`config.mk`:
```
export PLATFORM = sky130hd
export DESIGN_NAME = morse_stream_decoder
export DESIGN_NICKNAME = d
export VERILOG_FILES = /design/src/rtl/morse_stream_decoder.sv
export SDC_FILE = /design/constraint.sdc
export NUM_CORES = 1
export LEC_CHECK = 0
export ABC_CLOCK_PERIOD_IN_PS = 4400
export CORE_AREA = 2 2 104 106
export CTS_BUF_LIST = sky130_fd_sc_hd__clkbuf_4
export DETAILED_ROUTE_END_ITERATION = 8
export DIE_AREA = 0 0 106 108
export PLACE_DENSITY = 0.77
export SETUP_SLACK_MARGIN = 0.3
export SYNTH_ARGS = -nofsm -noshare
export SYNTH_HDL_FRONTEND = slang
export SYNTH_SLANG_ARGS = --single-unit
```
`constraint.sdc`:
```
create_clock -name clk -period 4.4 [get_ports clk]
set_clock_uncertainty 0.2 [all_clocks]
set_input_delay 0.88 -clock clk [delete_from_list [all_inputs] [get_ports clk]]
set_output_delay 0.88 -clock clk [all_outputs]
set_load 0.05 [all_outputs]
```
`src/rtl/morse_stream_decoder.sv`:
```
// Straight-key Morse decoder: synchronise and debounce the key, time presses
// and gaps in dot units, decode each character to ASCII and queue it in a FIFO.
module morse_stream_decoder #(
  parameter int CLK_DIV          = 1000,
  parameter int DEBOUNCE_CLKS    = 16,
  parameter int DOT_MAX_UNITS    = 2,
  parameter int LETTER_GAP_UNITS = 3,
  parameter int WORD_GAP_UNITS   = 7,
  parameter int FIFO_DEPTH       = 8
) (
  input  logic                          clk,
  input  logic                          rst,
  input  logic                          key_in,
  output logic [7:0]                    char_data,
  output logic                          char_valid,
  input  logic                          char_ready,
  output logic [$clog2(FIFO_DEPTH):0]   fifo_count,
  output logic                          overflow,
  output logic                          key_level
);

  localparam int PRESC_W  = $clog2(CLK_DIV);
  localparam int DEB_W    = $clog2(DEBOUNCE_CLKS + 1);
  localparam int UNIT_MAX = (WORD_GAP_UNITS > DOT_MAX_UNITS + 1) ? WORD_GAP_UNITS : DOT_MAX_UNITS + 1;
  localparam int UNIT_W   = $clog2(UNIT_MAX + 1);
  localparam int PTR_W    = $clog2(FIFO_DEPTH);
  localparam int CNT_W    = PTR_W + 1;

  typedef enum logic [1:0] {IDLE, PRESS, GAP} state_t;

  state_t             state_q, state_d;
  logic               sync1_q, sync1_d, sync2_q, sync2_d;
  logic               key_level_q, key_level_d;
  logic [DEB_W-1:0]   deb_cnt_q, deb_cnt_d;
  logic [PRESC_W-1:0] presc_q, presc_d;
  logic [UNIT_W-1:0]  unit_q, unit_d, unit_inc, unit_now;
  logic [4:0]         elems_q, elems_d;
  logic [2:0]         len_q, len_d;
  logic               too_long_q, too_long_d, word_pending_q, word_pending_d;
  logic [PTR_W-1:0]   wr_ptr_q, wr_ptr_d, rd_ptr_q, rd_ptr_d;
  logic [CNT_W-1:0]   count_q, count_d;
  logic               overflow_q, overflow_d;
  logic [7:0]         mem_q [FIFO_DEPTH];
  logic               key_rise, key_fall, unit_tick, push, pop, push_ok, full, letter_hit;
  logic [7:0]         push_data, decoded;

  // ITU pattern lookup; elements are right-justified, oldest element in the MSB.
  function automatic logic [7:0] decode(input logic [2:0] len, input logic [4:0] e,
                                        input logic too_long);
    logic [7:0] c;
    c = 8'h3F;
    if (!too_long) begin
      case (len)
        3'd1: c = e[0] ? 8'h54 : 8'h45;
        3'd2: case (e[1:0])
          2'b00: c = 8'h49; 2'b01: c = 8'h41; 2'b10: c = 8'h4E; default: c = 8'h4D;
        endcase
        3'd3: case (e[2:0])
          3'b000: c = 8'h53; 3'b001: c = 8'h55; 3'b010: c = 8'h52; 3'b011: c = 8'h57;
          3'b100: c = 8'h44; 3'b101: c = 8'h4B; 3'b110: c = 8'h47; default: c = 8'h4F;
        endcase
        3'd4: case (e[3:0])
          4'b0000: c = 8'h48; 4'b0001: c = 8'h56; 4'b0010: c = 8'h46; 4'b0100: c = 8'h4C;
          4'b0110: c = 8'h50; 4'b0111: c = 8'h4A; 4'b1000: c = 8'h42; 4'b1001: c = 8'h58;
          4'b1010: c = 8'h43; 4'b1011: c = 8'h59; 4'b1100: c = 8'h5A; 4'b1101: c = 8'h51;
          default: c = 8'h3F;
        endcase
        3'd5: case (e)
          5'b11111: c = 8'h30; 5'b01111: c = 8'h31; 5'b00111: c = 8'h32; 5'b00011: c = 8'h33;
          5'b00001: c = 8'h34; 5'b00000: c = 8'h35; 5'b10000: c = 8'h36; 5'b11000: c = 8'h37;
          5'b11100: c = 8'h38; 5'b11110: c = 8'h39; default: c = 8'h3F;
        endcase
        default: c = 8'h3F;
      endcase
    end
    return c;
  endfunction

  assign decoded = decode(len_q, elems_q, too_long_q);

  always_comb begin
    sync1_d     = key_in;
    sync2_d     = sync1_q;
    key_level_d = key_level_q;
    deb_cnt_d   = '0;
    if (sync2_q != key_level_q) begin
      if (deb_cnt_q == DEB_W'(DEBOUNCE_CLKS - 1)) key_level_d = sync2_q;
      else                                        deb_cnt_d   = deb_cnt_q + DEB_W'(1);
    end
  end

  assign key_rise  = key_level_d & ~key_level_q;
  assign key_fall  = ~key_level_d & key_level_q;
  assign unit_tick = (presc_q == PRESC_W'(CLK_DIV - 1));
  assign presc_d   = (key_rise || key_fall || unit_tick) ? '0 : presc_q + PRESC_W'(1);
  assign unit_inc  = (unit_q == UNIT_W'(UNIT_MAX)) ? unit_q : unit_q + UNIT_W'(1);
  assign unit_now  = unit_tick ? unit_inc : unit_q;

  always_ff @(posedge clk) begin
    if (rst) state_q <= IDLE;
    else     state_q <= state_d;
  end

  always_comb begin
    state_d = state_q;
    case (state_q)
      IDLE:    if (key_rise) state_d = PRESS;
      PRESS:   if (key_fall) state_d = GAP;
      GAP: begin
        if (key_rise)                                               state_d = PRESS;
        else if (unit_tick && unit_inc == UNIT_W'(WORD_GAP_UNITS)) state_d = IDLE;
      end
      default: state_d = IDLE;
    endcase
  end

  assign letter_hit = (state_q == GAP) && unit_tick && (len_q != 3'd0) &&
                      (unit_inc == UNIT_W'(LETTER_GAP_UNITS));

  always_comb begin
    unit_d         = unit_q;
    elems_d        = elems_q;
    len_d          = len_q;
    too_long_d     = too_long_q;
    word_pending_d = word_pending_q;
    push           = 1'b0;
    push_data      = decoded;
    case (state_q)
      IDLE: if (key_rise) unit_d = '0;
      PRESS: begin
        unit_d = unit_now;
        if (key_fall) begin
          unit_d = '0;
          if (len_q < 3'd5) begin
            elems_d = {elems_q[3:0], (unit_now > UNIT_W'(DOT_MAX_UNITS))};
            len_d   = len_q + 3'd1;
          end else begin
            too_long_d = 1'b1;
          end
        end
      end
      GAP: begin
        unit_d = unit_now;
        // A letter boundary landing on the same clock as a new press still emits the letter.
        if (letter_hit) begin
          push           = 1'b1;
          elems_d        = '0;
          len_d          = '0;
          too_long_d     = 1'b0;
          word_pending_d = 1'b1;
        end
        if (key_rise) begin
          unit_d = '0;
        end else if (unit_tick && unit_inc == UNIT_W'(WORD_GAP_UNITS) && word_pending_q) begin
          push           = 1'b1;
          push_data      = 8'h20;
          word_pending_d = 1'b0;
        end
      end
      default: ;
    endcase
  end

  assign char_valid = (count_q != '0);
  assign full       = (count_q == CNT_W'(FIFO_DEPTH));
  assign pop        = char_valid && char_ready;
  assign push_ok    = push && (!full || pop);

  always_comb begin
    wr_ptr_d   = push_ok ? wr_ptr_q + PTR_W'(1) : wr_ptr_q;
    rd_ptr_d   = pop ? rd_ptr_q + PTR_W'(1) : rd_ptr_q;
    overflow_d = overflow_q | (push && full && !pop);
    case ({push_ok, pop})
      2'b10:   count_d = count_q + CNT_W'(1);
      2'b01:   count_d = count_q - CNT_W'(1);
      default: count_d = count_q;
    endcase
  end

  always_ff @(posedge clk) begin
    if (rst) begin
      sync1_q        <= 1'b0;
      sync2_q        <= 1'b0;
      key_level_q    <= 1'b0;
      deb_cnt_q      <= '0;
      presc_q        <= '0;
      unit_q         <= '0;
      elems_q        <= '0;
      len_q          <= '0;
      too_long_q     <= 1'b0;
      word_pending_q <= 1'b0;
      wr_ptr_q       <= '0;
      rd_ptr_q       <= '0;
      count_q        <= '0;
      overflow_q     <= 1'b0;
    end else begin
      sync1_q        <= sync1_d;
      sync2_q        <= sync2_d;
      key_level_q    <= key_level_d;
      deb_cnt_q      <= deb_cnt_d;
      presc_q        <= presc_d;
      unit_q         <= unit_d;
      elems_q        <= elems_d;
      len_q          <= len_d;
      too_long_q     <= too_long_d;
      word_pending_q <= word_pending_d;
      wr_ptr_q       <= wr_ptr_d;
      rd_ptr_q       <= rd_ptr_d;
      count_q        <= count_d;
      overflow_q     <= overflow_d;
    end
  end

  always_ff @(posedge clk) begin
    if (push_ok) mem_q[wr_ptr_q] <= push_data;
  end

  // Head is gated by occupancy so an empty FIFO always presents 0x00.
  assign char_data  = char_valid ? mem_q[rd_ptr_q] : 8'h00;
  assign fifo_count = count_q;
  assign overflow   = overflow_q;
  assign key_level  = key_level_q;

endmodule
```
* Word-level counts from Yosys, hierarchy flattened
Memory sizes are Yosys's and may differ from the RTL's. A register that Yosys moved wholly into a read port is not among the register bits.
Cells that the tools add are included.
** Word-level totals
- Register bits after elaboration :: 44
- RAM bits :: 64
- Memory bits (read-only) :: 240
- Logic and storage cells :: 142
- Memories :: 3
** Cells by class
- $add $sub $neg :: 8
- Magnitude comparators :: 2
- Equality and inequality tests :: 30
- Muxes and demuxes :: 50
- Bitwise gates (word level) :: 6
- Reductions and logical operators :: 28
** Memories
- (name not given) :: depth 32, bits a word 4, read ports 1, clocked after memory_dff 1, write ports 0, RTL line 68 : 3'd5: case (e)
- (name not given) :: depth 16, bits a word 7, read ports 1, clocked after memory_dff 1, write ports 0, RTL line 62 : 3'd4: case (e[3:0])
- mem_q :: depth 8, bits a word 8, read ports 1, clocked after memory_dff 1, write ports 1, RTL line 43 : logic [7:0] mem_q [FIFO_DEPTH];
** Operators with widths (number)
- $mux W8 :: 5
- $pmux W8 S5 :: 1
- $pmux W5 S7 :: 1
- $mux W3 :: 10
- $mux W5 :: 6
- $eq A3 B3 Y1 const B :: 7
- $eq A3 B2 Y1 const B :: 5
- $mux W1 :: 14
- $add A3 B1 Y3 const B :: 4
- $pmux W4 S3 :: 1
- $add A10 B1 Y10 const B :: 1
- $eq A10 B10 Y1 const B :: 1
- $ne A2 B2 Y1 const B :: 5
- $pmux W5 S2 :: 1
- $logic_and A1 B1 Y1 :: 9
- $pmux W3 S3 :: 1
- $mux W2 :: 4
- $mux W4 :: 2
- $pmux W4 S2 :: 1
- $reduce_and A4 Y1 :: 2
- $eq A2 B1 Y1 const B :: 3
- $eq A2 B2 Y1 const B :: 3
- $eq A3 B1 Y1 const B :: 2
- $pmux W2 S3 :: 1
- other kinds (25) :: 34

* Depth between registers and ports, before layout
Gate-level depths: netlist of the first run.
- Depth after elaboration :: 11
- Mapped depth :: 16
- Depth with buffers taken out :: 16

* Worst setup path before layout of the first run
No wires, ideal clock.
- Path kind :: register to register
- Start :: reg deb_cnt_q[0]
- End :: mem mem_q[1][0], enable pin
- Setup time :: 0.393 ns
- Arrival :: 3.027 ns
- Data required time :: 3.807 ns
- Path slack :: 0.779 ns
- Cell stages (with the launch flop) :: 12
- Clock period less this slack :: 3.621 ns
- Cell sequence :: dfxtp_1 > ha_1 > and3_1 > ha_1 > mux2i_1 > inv_1 > ha_1 > nor2_1 > and4_1 > a41oi_1 > or2_1 > nor4b_1
** On the way
- Longest elaborated chain between the ends :: 9
** RTL lines
- from (decl) :: RTL line 34 : logic [DEB_W-1:0] deb_cnt_q, deb_cnt_d;
- from (signal assigned) :: RTL line 200 : deb_cnt_q <= deb_cnt_d;
- $eq A5 B4 Y1 :: RTL line 87 : if (deb_cnt_q == DEB_W'(DEBOUNCE_CLKS - 1)) key_level_d = sync2_q;
- $mux W1 :: RTL line 87
- $mux W1 :: RTL line 86 : if (sync2_q != key_level_q) begin
- named net key_level_d :: RTL line 33 : logic key_level_q, key_level_d;
- $and A1 B1 Y1 :: RTL line 92 : assign key_rise = key_level_d & ~key_level_q;
- $mux W1 :: RTL line 152 : if (key_rise) begin
- $mux W1 :: RTL line 128 : case (state_q)
- $logic_and A1 B1 Y1 :: RTL line 167 : assign push_ok = push && (!full || pop);
- $mux W1 :: RTL line 215 : if (push_ok) mem_q[wr_ptr_q] <= push_data;
- $mux W1 (not written as such) :: RTL line 215
- to (decl) :: RTL line 43
The timed path passes the listed nets, and every way through them passes these cells.

==> results of run 1 <==
## final cells by class
type	count	area share (%)
clock inverter	14	2.90
multi-input combinational	340	40.7
sequential	114	45.8
tap	136	2.74
inverter	26	1.57
timing repair buffer	28	4.08
clock buffer	18	2.18
## how the worst max path moves through the flow
stage                       startpoint            end  slack, ps  depth (start not counted)
after global placement    deb_cnt_q[0]  fifo_count[3]        760                         16
after CTS                 deb_cnt_q[0]  fifo_count[3]        520                         16
after floorplan           deb_cnt_q[0]    mem_q[1][0]        780                         11
after global routing      deb_cnt_q[0]       register        290                         14
after detailed placement  deb_cnt_q[0]  fifo_count[3]        560                         16
final                     deb_cnt_q[0]       register        550                         14
## routing by layer
metal	up-vias	global-route usage [%]
li1	1887	-
met1	1892	22.8
met2	80	36.3
met3	9	4.70
met4	0	7.14
met5	-	0
## cells in the mapped netlist, drive strengths merged, types with 9 or more instances
library cell | instances | area share (%)
inv | 26 | 1.8
o21ai | 20 | 1.9
xnor2 | 12 | 1.9
ha | 24 | 5.4
nor2 | 57 | 3.9
mux4 | 14 | 5.7
a21oi | 30 | 2.8
edfxtp | 56 | 30
mux2i | 15 | 2.7
nor3 | 13 | 1.3
buf | 11 | 1.1
xor2 | 9 | 1.4
dfxtp | 58 | 21
nand3 | 9 | 0.81
clkbuf | 14 | 0.94
nand2 | 34 | 2.5
## power groups by stage
stage | combinational, W | clock, W | sequential (W)
after floorplan | 0.000263 | 0 | 0.00118
after global placement | 0.000365 | 0 | 0.00116
after detailed placement | 0.000372 | 0 | 0.00116
after CTS | 0.000374 | 0.000850 | 0.00114
after global routing | 0.000402 | 0.000896 | 0.00114
final | 0.000371 | 0.000833 | 0.00114
## kinds of logic (layout without fill, tap and decap cells)
| family | after synthesis | after routing | synth area share (%) |
|---|---|---|---|
| compound gates | 104 | 104 | 12.8 |
| xor+xnor | 21 | 21 | 3.31 |
| fa+ha+maj | 25 | 25 | 5.76 |
| buf+inv | 51 | 86 | 3.82 |
| flops | 114 | 114 | 51.1 |
| mux | 29 | 29 | 8.37 |
| other cells | 1 | 1 | 0.0674 |
| simple gates | 160 | 160 | 14.8 |
## metrics by stage
stage | power, W | utilization (%)
after floorplan | 0.00144 | -
after global placement | 0.00153 | 57.4
after detailed placement | 0.00153 | 57.4
after CTS | 0.00236 | 60.5
after global routing | 0.00244 | 60.6
final | 0.00234 | 60.6
==> results.py, run 1 <==
metrics = {
    "synthesis": {
        "netlist_instances": 505,
        "yosysWarningCount": 0,
        "synth.net_count": 534,
        "synth_cell_types": 73,
        "synth-seq-cells": 114,
        "synth-edff-count": 56,
        "yosysSeqAreaShare_pct": 51.1,
        "syn_area_um2": 5560,
        "syn_avg_cell_area_um2": 11.0,
        "synthFlopType": "dfxtp_1",
        "async_flop_share_pct": 0,
    },
    "cts": {
        "clkSinkCount": 114,
        "ctsLongestPathBuffers": 2,
        "clockRootBuffer": "clkbuf_4",
        "ctsHoldBuffers": 0,
        "cts_resized": 0,
        "post_cts_buffers": 0,
        "h-tree-depth": 4,
        "cts_tree": "yes",
        "numCtsBuffers": 17,
        "path_clk_slew_ps": 110,
        "worstSkewPairLatency_ps": 490,
    },
    "global_route": {
        "grt_max_degree": 27,
        "grt_pass1_vias": 3844,
        "grt-ovfl-total": 0,
        "gr-usage-all-layers_pct": 19.9,
        "grt_pass1_wl_mm": 17.9,
        "antenna_found_initial": 0,
    },
    "layout": {
        "layout_common_cells": "58 x dfxtp_1, 56 x nor2_1, 56 x edfxtp_1",
        "multi_input_area_um2": 2520,
        "fillers": 817,
        "layout.nets": 556,
        "antenna_cells": 0,
        "drive_gt1_share_pct": 15.4,
        "final_cell_area_um2": 6200,
        "stdcell_count": 676,
        "layout_commonest_cell": "dfxtp_1",
        "seqCellArea_um2": 2840,
        "area_growth_pct": 11.5,
    },
    "worst_setup_path": {
        "cp-end-kind": "register",
        "reg2reg_depth": 14,
        "critical_path_class": "reg2reg",
        "path_cells": "ha_1 -> and3_1 -> ha_1 -> mux2i_1 -> ha_1 -> and2_1 -> nand2_1 -> a311oi_2 -> a21oi_1 -> inv_1 -> ha_1 -> inv_1 -> o311ai_0 -> o221ai_2",
        "cpMostUsedCell": "ha_1",
        "arrival_ps": 4010,
        "crit_fanout": 7,
        "r2r_slack_ps": 550,
        "cp-start-kind": "register",
        "critical_path_required_ps": 4550,
        "path_delay_family": "compound AO/OA/AOI/OAI gates",
        "r2r-start": "deb_cnt_q[0]",
        "slowest_stage": "o311ai_0",
        "crit_path_max_incr_delay_ps": 500,
        "path_buf_inv": 2,
    },
    "drt": {
        "drtIter0Drc": 191,
        "drt-pass1-iter-count": 4,
        "drc": 0,
        "wl_per_cell_um": 15.8,
        "num_vias": 3868,
        "wl_met1_mm": 4.46,
        "met2_wirelength_mm": 5.69,
        "vias_per_cell": 5.72,
        "wl_met3_um": 397,
        "top_layer": "met4",
        "ant_nets": 0,
        "wl_mm": 10.7,
    },
    "power_and_ir_drop": {
        "seqPwrFrac_pct": 48.6,
        "p_sw_share_pct": 28.4,
        "clockPowerShare_pct": 35.6,
        "power_leakage_nw": 2.17,
        "p_switching_w": 0.000665,
        "ir_drop_mv": 0.168,
        "power_density_nw_per_um2": 377,
        "comb_power_share_pct": 15.9,
        "power.internal_w": 0.00168,
    },
    "floorplan": {
        "core-area_um2": 10200,
        "die_y_um": 108,
        "rows": 37,
        "io_pins": 19,
        "initial_core_util_pct": 54.4,
        "die_w_um": 106,
        "die-area_um2": 11400,
    },
    "sta": {
        "fmax_mhz": 259,
        "holdWs_ps": 254,
        "rsz0062_at_grt": "yes",
        "min_period_over_period_pct": 87.6,
        "worst_pin_slew_ps": 841,
        "finalCriticalPeriod_ps": 3850,
        "relSlewSlack_pct": 43.5,
        "final-setup-viol-count": 0,
        "final-max-slew-violation-count": 0,
        "setup_tns_ps": 0,
        "hold_violations": 0,
        "setup_ws_ps": 545,
    },
    "hold_path": {
        "hold_depth": 1,
        "worstHoldPathType": "reg2reg",
        "holdPathEnd": "sync2_q",
        "min_from": "sync1_q",
    },
    "place": {
        "portBuffers": 17,
        "place_congestion": 0.900,
        "placed_area_um2": 5870,
        "post-dp-hpwl_mm": 7.78,
        "pre_cts_ws_ps": 560,
        "dp.cells": 644,
    },
    "status": {
        "status": "finished, final reports clean",
    },
    "run": {
        "max_cap_viol_count": 0,
    },
}
Power figures use the tool's default switching activity.
==> inputs of run 2 (changes only) <==
Settings changed: CORE_AREA 2 2 104 106 to 4 4 106 108, DIE_AREA 0 0 106 108 to 0 0 110 112.
==> run 2 against run 1 <==
Routed wire length decreased by 0.13%. Hold slack about the same. First-iteration DRC count up 17%. Combinational power barely moved. Critical path type unchanged.
==> results.py, run 2 (same netlist as run 1, synthesis figures left out) <==
metrics = {
    "worst_setup_path": {
        "path_delay_family": "simple AND/OR/NAND/NOR gates",
        "crit_path_max_incr_delay_ps": 500,
        "reg2reg_to": "fifo_count[3]",
        "path_cells": "ha_1 -> and3_1 -> ha_1 -> mux2i_1 -> inv_1 -> ha_1 -> nor2_1 -> and4_1 -> nor3_2 -> ha_1 -> a21o_1 -> a21o_1 -> nor4_1 -> a31oi_1 -> xor2_1 -> nor2_1",
        "cp-end-kind": "register",
        "arrival_ps": 3930,
        "critical_path_class": "reg2reg",
        "r2r_slack_ps": 650,
        "path_buf_inv": 1,
        "slowest_stage": "and4_1",
        "crit_start": "deb_cnt_q[0]",
        "critical_path_required_ps": 4580,
        "cp-start-kind": "register",
        "crit_fanout": 13,
        "cpMostUsedCell": "ha_1",
        "r2r-start": "deb_cnt_q[0]",
        "reg2reg_depth": 16,
    },
    "floorplan": {
        "io_pins": 19,
        "die_w_um": 110,
        "die-area_um2": 12300,
        "die_y_um": 112,
        "rows": 37,
        "core-area_um2": 10200,
        "initial_core_util_pct": 54.4,
    },
    "run": {
        "max_cap_viol_count": 0,
    },
    "drt": {
        "vias_per_cell": 5.78,
        "drc": 0,
        "drt-pass1-iter-count": 5,
        "wl_per_cell_um": 15.7,
        "num_vias": 3912,
        "ant_nets": 0,
        "wl_mm": 10.6,
        "drtIter0Drc": 224,
    },
    "sta": {
        "hold_violations": 0,
        "final-max-slew-violation-count": 0,
        "relSlewSlack_pct": 43.4,
        "rsz0062_at_grt": "yes",
        "fmax_mhz": 267,
        "min_period_over_period_pct": 85.2,
        "setup_ws_ps": 649,
        "setup_tns_ps": 0,
        "finalCriticalPeriod_ps": 3750,
        "final-setup-viol-count": 0,
        "worst_pin_slew_ps": 842,
    },
    "global_route": {
        "grt_pass1_vias": 3778,
        "grt_pass1_wl_mm": 17.9,
        "gr-usage-all-layers_pct": 18.6,
        "antenna_found_initial": 1,
        "grt-ovfl-total": 0,
        "grt_max_degree": 27,
    },
    "power_and_ir_drop": {
        "power_density_nw_per_um2": 368,
        "power_leakage_nw": 2.16,
        "totalPowerFinal_w": 0.00227,
        "ir_drop_mv": 0.162,
    },
    "layout": {
        "area_growth_pct": 10.9,
        "layout.nets": 556,
        "drive_gt1_share_pct": 14.8,
        "fillers": 789,
        "multi_input_area_um2": 2520,
        "layout_commonest_cell": "dfxtp_1",
        "seqCellArea_um2": 2840,
        "layout_common_cells": "58 x dfxtp_1, 56 x nor2_1, 56 x edfxtp_1",
    },
    "cts": {
        "numCtsBuffers": 17,
        "ctsHoldBuffers": 0,
        "ctsLongestPathBuffers": 2,
        "worstSkewPairLatency_ps": 490,
        "clkSinkCount": 114,
        "cts_tree": "yes",
        "path_clk_slew_ps": 110,
        "h-tree-depth": 4,
        "clockRootBuffer": "clkbuf_4",
    },
    "status": {
        "status": "finished, final reports clean",
    },
    "hold_path": {
        "holdPathEnd": "overflow",
        "worstHoldPathType": "reg2reg",
        "hold_depth": 2,
        "min_from": "overflow",
    },
    "place": {
        "post-dp-hpwl_mm": 7.79,
        "pre_cts_ws_ps": 615,
        "place_congestion": 0.883,
        "portBuffers": 17,
    },
}
-- run 2: cell count changes in the layout (fill, tap and decap cells not counted), sizes merged --
cell,change
clkinv,+3
diode,+1
bufinv,-1
clkbuf,-1
clkinvlp,-1
-- run 2: how the worst max path moves through the flow --
stage,cells after the start,end
after detailed placement,16,fifo_count[3]
after CTS,16,fifo_count[3]
after global placement,16,fifo_count[3]
final,16,fifo_count[3]
after floorplan,11,mem_q[1][0]
after global routing,16,fifo_count[3]
-- run 2: stage by stage --
step	instance area (um2)	hold WS [ps]	instances	util (%)
after detailed placement	5870	234	644	57.4
after global placement	5870	228	644	57.4
after CTS	6160	255	676	60.2
final	6170	253	677	60.3
after floorplan	5560	214	505	-
after global routing	6170	269	677	60.3
-- run 2: cell type report --
| type | instances | area share [%] |
|---|---|---|
| antenna | 1 | 0.0406 |
| clock buffer | 17 | 2.07 |
| clock inverter | 15 | 2.58 |
| inverter | 26 | 1.58 |
| multi-input combinational | 340 | 40.8 |
| sequential | 114 | 46.1 |
| tap | 136 | 2.76 |
| timing repair buffer | 28 | 4.10 |
-- run 2: routing by layer --
layer  global-route usage, %  share of wire [%]
met4                    6.40                1.3
met2                    31.5                 53
met5                       0                  0
met3                    4.41                5.0
met1                    22.9                 41
-- run 2: where the power goes --
group | switching [W] | total, W | internal [W]
logic | 0.000224 | 0.000372 | 0.000148
registers | 0.0000178 | 0.00114 | 0.00112
clock network | 0.000419 | 0.000762 | 0.000344
total | 0.000661 | 0.00227 | 0.00161
-- run 2: tightest hold or removal path, cell delays in order (launching register included) --
cell and delay, ps:
dfxtp_1 330, inv_1 40, a21oi_1 50
-- run 2: repair_timing --
item,4_1_cts,5_1_grt
endpoints found under the setup margin,0,2
setup buffers,0,0
resized for setup,0,2
==> inputs of run 3 (changes only) <==
Settings changed: ABC_CLOCK_PERIOD_IN_PS 4400 to not set.
==> results of run 3 <==
Same layout as run 2: the final DEF is identical, and so are final timing and power.
==> variant: new RTL, config.mk and constraints of run 1 <==
Put one more register stage on the output `overflow`. The value now appears one clock later. The other outputs are not delayed to match.
--- a/src/rtl/morse_stream_decoder.sv
+++ b/src/rtl/morse_stream_decoder.sv
@@ -218,7 +218,9 @@
   // Head is gated by occupancy so an empty FIFO always presents 0x00.
   assign char_data  = char_valid ? mem_q[rd_ptr_q] : 8'h00;
   assign fifo_count = count_q;
-  assign overflow   = overflow_q;
+  always_ff @(posedge clk) begin
+    overflow <= overflow_q;
+  end
   assign key_level  = key_level_q;
 
 endmodule
Formal check against the unedited RTL: no difference found for any inputs over 10 cycles, from zero or initial values and one cycle with rst high; that may be too few to reach the edited logic, so the function may still have changed.
==> variant against run 1 <==
  * Routed wire length decreased by 1.2%
  * Sequential cell count increased by 1
  * First-iteration DRC count increased by 1.6%
  * Area after synthesis increased by 0.36%
  * Cell count increased by 0.15%
  * Global-route usage increased by 0.14 points
  * Power increased by 3.7%
  * Design area increased by 0.73%
  * Worst hold slack got worse by 0.093 ns
  * Die area unchanged
  * Worst setup slack improved by 0.10 ns
==> variant: results (changes against run 1) <==
- NumNets Final: 557 (was 556)
- Relative slew slack: 40.2% (was 43.5%)
- Worst-Skew Late Latency: 0.52 ns (was 0.49 ns)
- Switching share of power: 26.4% (was 28.4%)
- Comb power frac: 15.3% (was 15.9%)
- First DRT Iteration DRCs: 194 (was 191)
- EDFF count, synth: 56 (unchanged)
- H-tree Lvls: 4 (unchanged)
- GPL Wtd Cong: 0.894 (was 0.900)
- VDD IR max: 0.215 mV (was 0.168 mV)
- R2R setup slack: 0.65 ns (was 0.55 ns)
- Drt first pass iters: 4 (unchanged)
- Met3 global-route usage: 5.55% (was 4.70%)
- Post-synth cell types: 73 (unchanged)
- Max clock buf depth: 2 (unchanged)
- Hold_ws: 0.161 ns (was 0.254 ns)
- Tightest Hold Check Type: reg2reg (unchanged)
- Status: complete, no violations (unchanged)
- Worst Path Max Fanout: 13 (was 7)
- Filler instances: 816 (was 817)
- Vias in the first global route: 3792 (was 3844)
- Largest net degree at the start of global routing: 24 (was 27)
- Commonest cells in the netlist: dfxtp_1 (59), edfxtp_1 (56), nor2_1 (56) (was dfxtp_1 (58), edfxtp_1 (56), nor2_1 (56))
- CP top delay family: simple AND/OR/NAND/NOR gates (was compound AO/OA/AOI/OAI gates)
- Static leakage: 2.18 nW (was 2.17 nW)
- Hold_sp: overflow_q$_SDFF_PP0_ (was sync1_q$_SDFF_PP0_)
- TritonCTS Sinks: 115 (was 114)
- Layout cells sized above 1: 14.8% (was 15.4%)
- Seq/total area: 45.8% (about the same)
- Met1 GRT Util: 22.7% (was 22.8%)
- Reg power frac: 47.2% (was 48.6%)
- DRT Wirelength: 10500 µm (was 10700 µm)
- GR met2 Demand/Resource: 35.8% (was 36.3%)
- Max Slew Vio Count: 0 (unchanged)
- Synth area leaders: edfxtp_1 (30%), dfxtp_1 (21%), mux4_2 (5.6%) (was edfxtp_1 (30%), dfxtp_1 (21%), mux4_2 (5.7%))
- Worst reg2reg path depth: 16 (was 14)
- Syn Nets: 535 (was 534)
- Fraction of cell area in non-clock buffers: 4.05% (was 4.08%)
- Clock network area share: 5.55% (was 5.08%)
- Overall Global Routing Usage: 20.0% (was 19.9%)
- Initial antenna violation count: 0 (unchanged)
- Seq/Total Area, Yosys: 51.3% (was 51.1%)
- Multi-input combinational area share: 40.3% (was 40.7%)
- Hold EP: overflow$_DFF_P_ (was sync2_q$_SDFF_PP0_)
- Slowest cell on the critical path: and4_1 (was o311ai_0)
- First-pass GRT wire length: 17800 µm (was 17900 µm)
- Cts repair resizes: 0 (unchanged)
- Vias per Instance: 5.69 (was 5.72)
- CP Capture Point: fifo_count[3]$_SDFFE_PP0P_
- Post-DP HPWL: 7560 µm (was 7780 µm)
- I/O Buffers: 17 (unchanged)
- Hold path depth: 0 (was 1)
- WP data arrival: 3.95 ns (was 4.01 ns)
[variant: cells by family after synthesis]
| kind of cell | synth area share [%] |
|---|---|
| AND/OR/NAND/NOR | 14.7 |
| AO/OA/AOI/OAI | 12.7 |
| buffers and inverters | 3.81 |
| flip-flops | 51.3 |
| other | 0.0672 |
| XOR/XNOR | 3.30 |
| adder cells (fa/ha/maj) | 5.74 |
| multiplexers | 8.34 |
[variant: per-stage QoR]
stage / cells / power (mW) / worst slack (ns) / area [µm²] / utilization [%]
2_1_floorplan: 506 / 1.45 / 0.779 / 5580 / -
3_3_place_gp: 645 / 1.54 / 0.758 / 5890 / 57.6
3_5_place_dp: 645 / 1.54 / 0.630 / 5890 / 57.6
4_1_cts: 677 / 2.45 / 0.589 / 6240 / 61.0
5_1_grt: 677 / 2.53 / 0.259 / 6250 / 61.1
6_report: 677 / 2.43 / 0.646 / 6250 / 61.1
[variant: per-layer routing]
metal	vias up	wire length (µm)
met5	-	0
met4	0	173
met3	17	388
met2	78	5560
met1	1853	4410
li1	1903	-
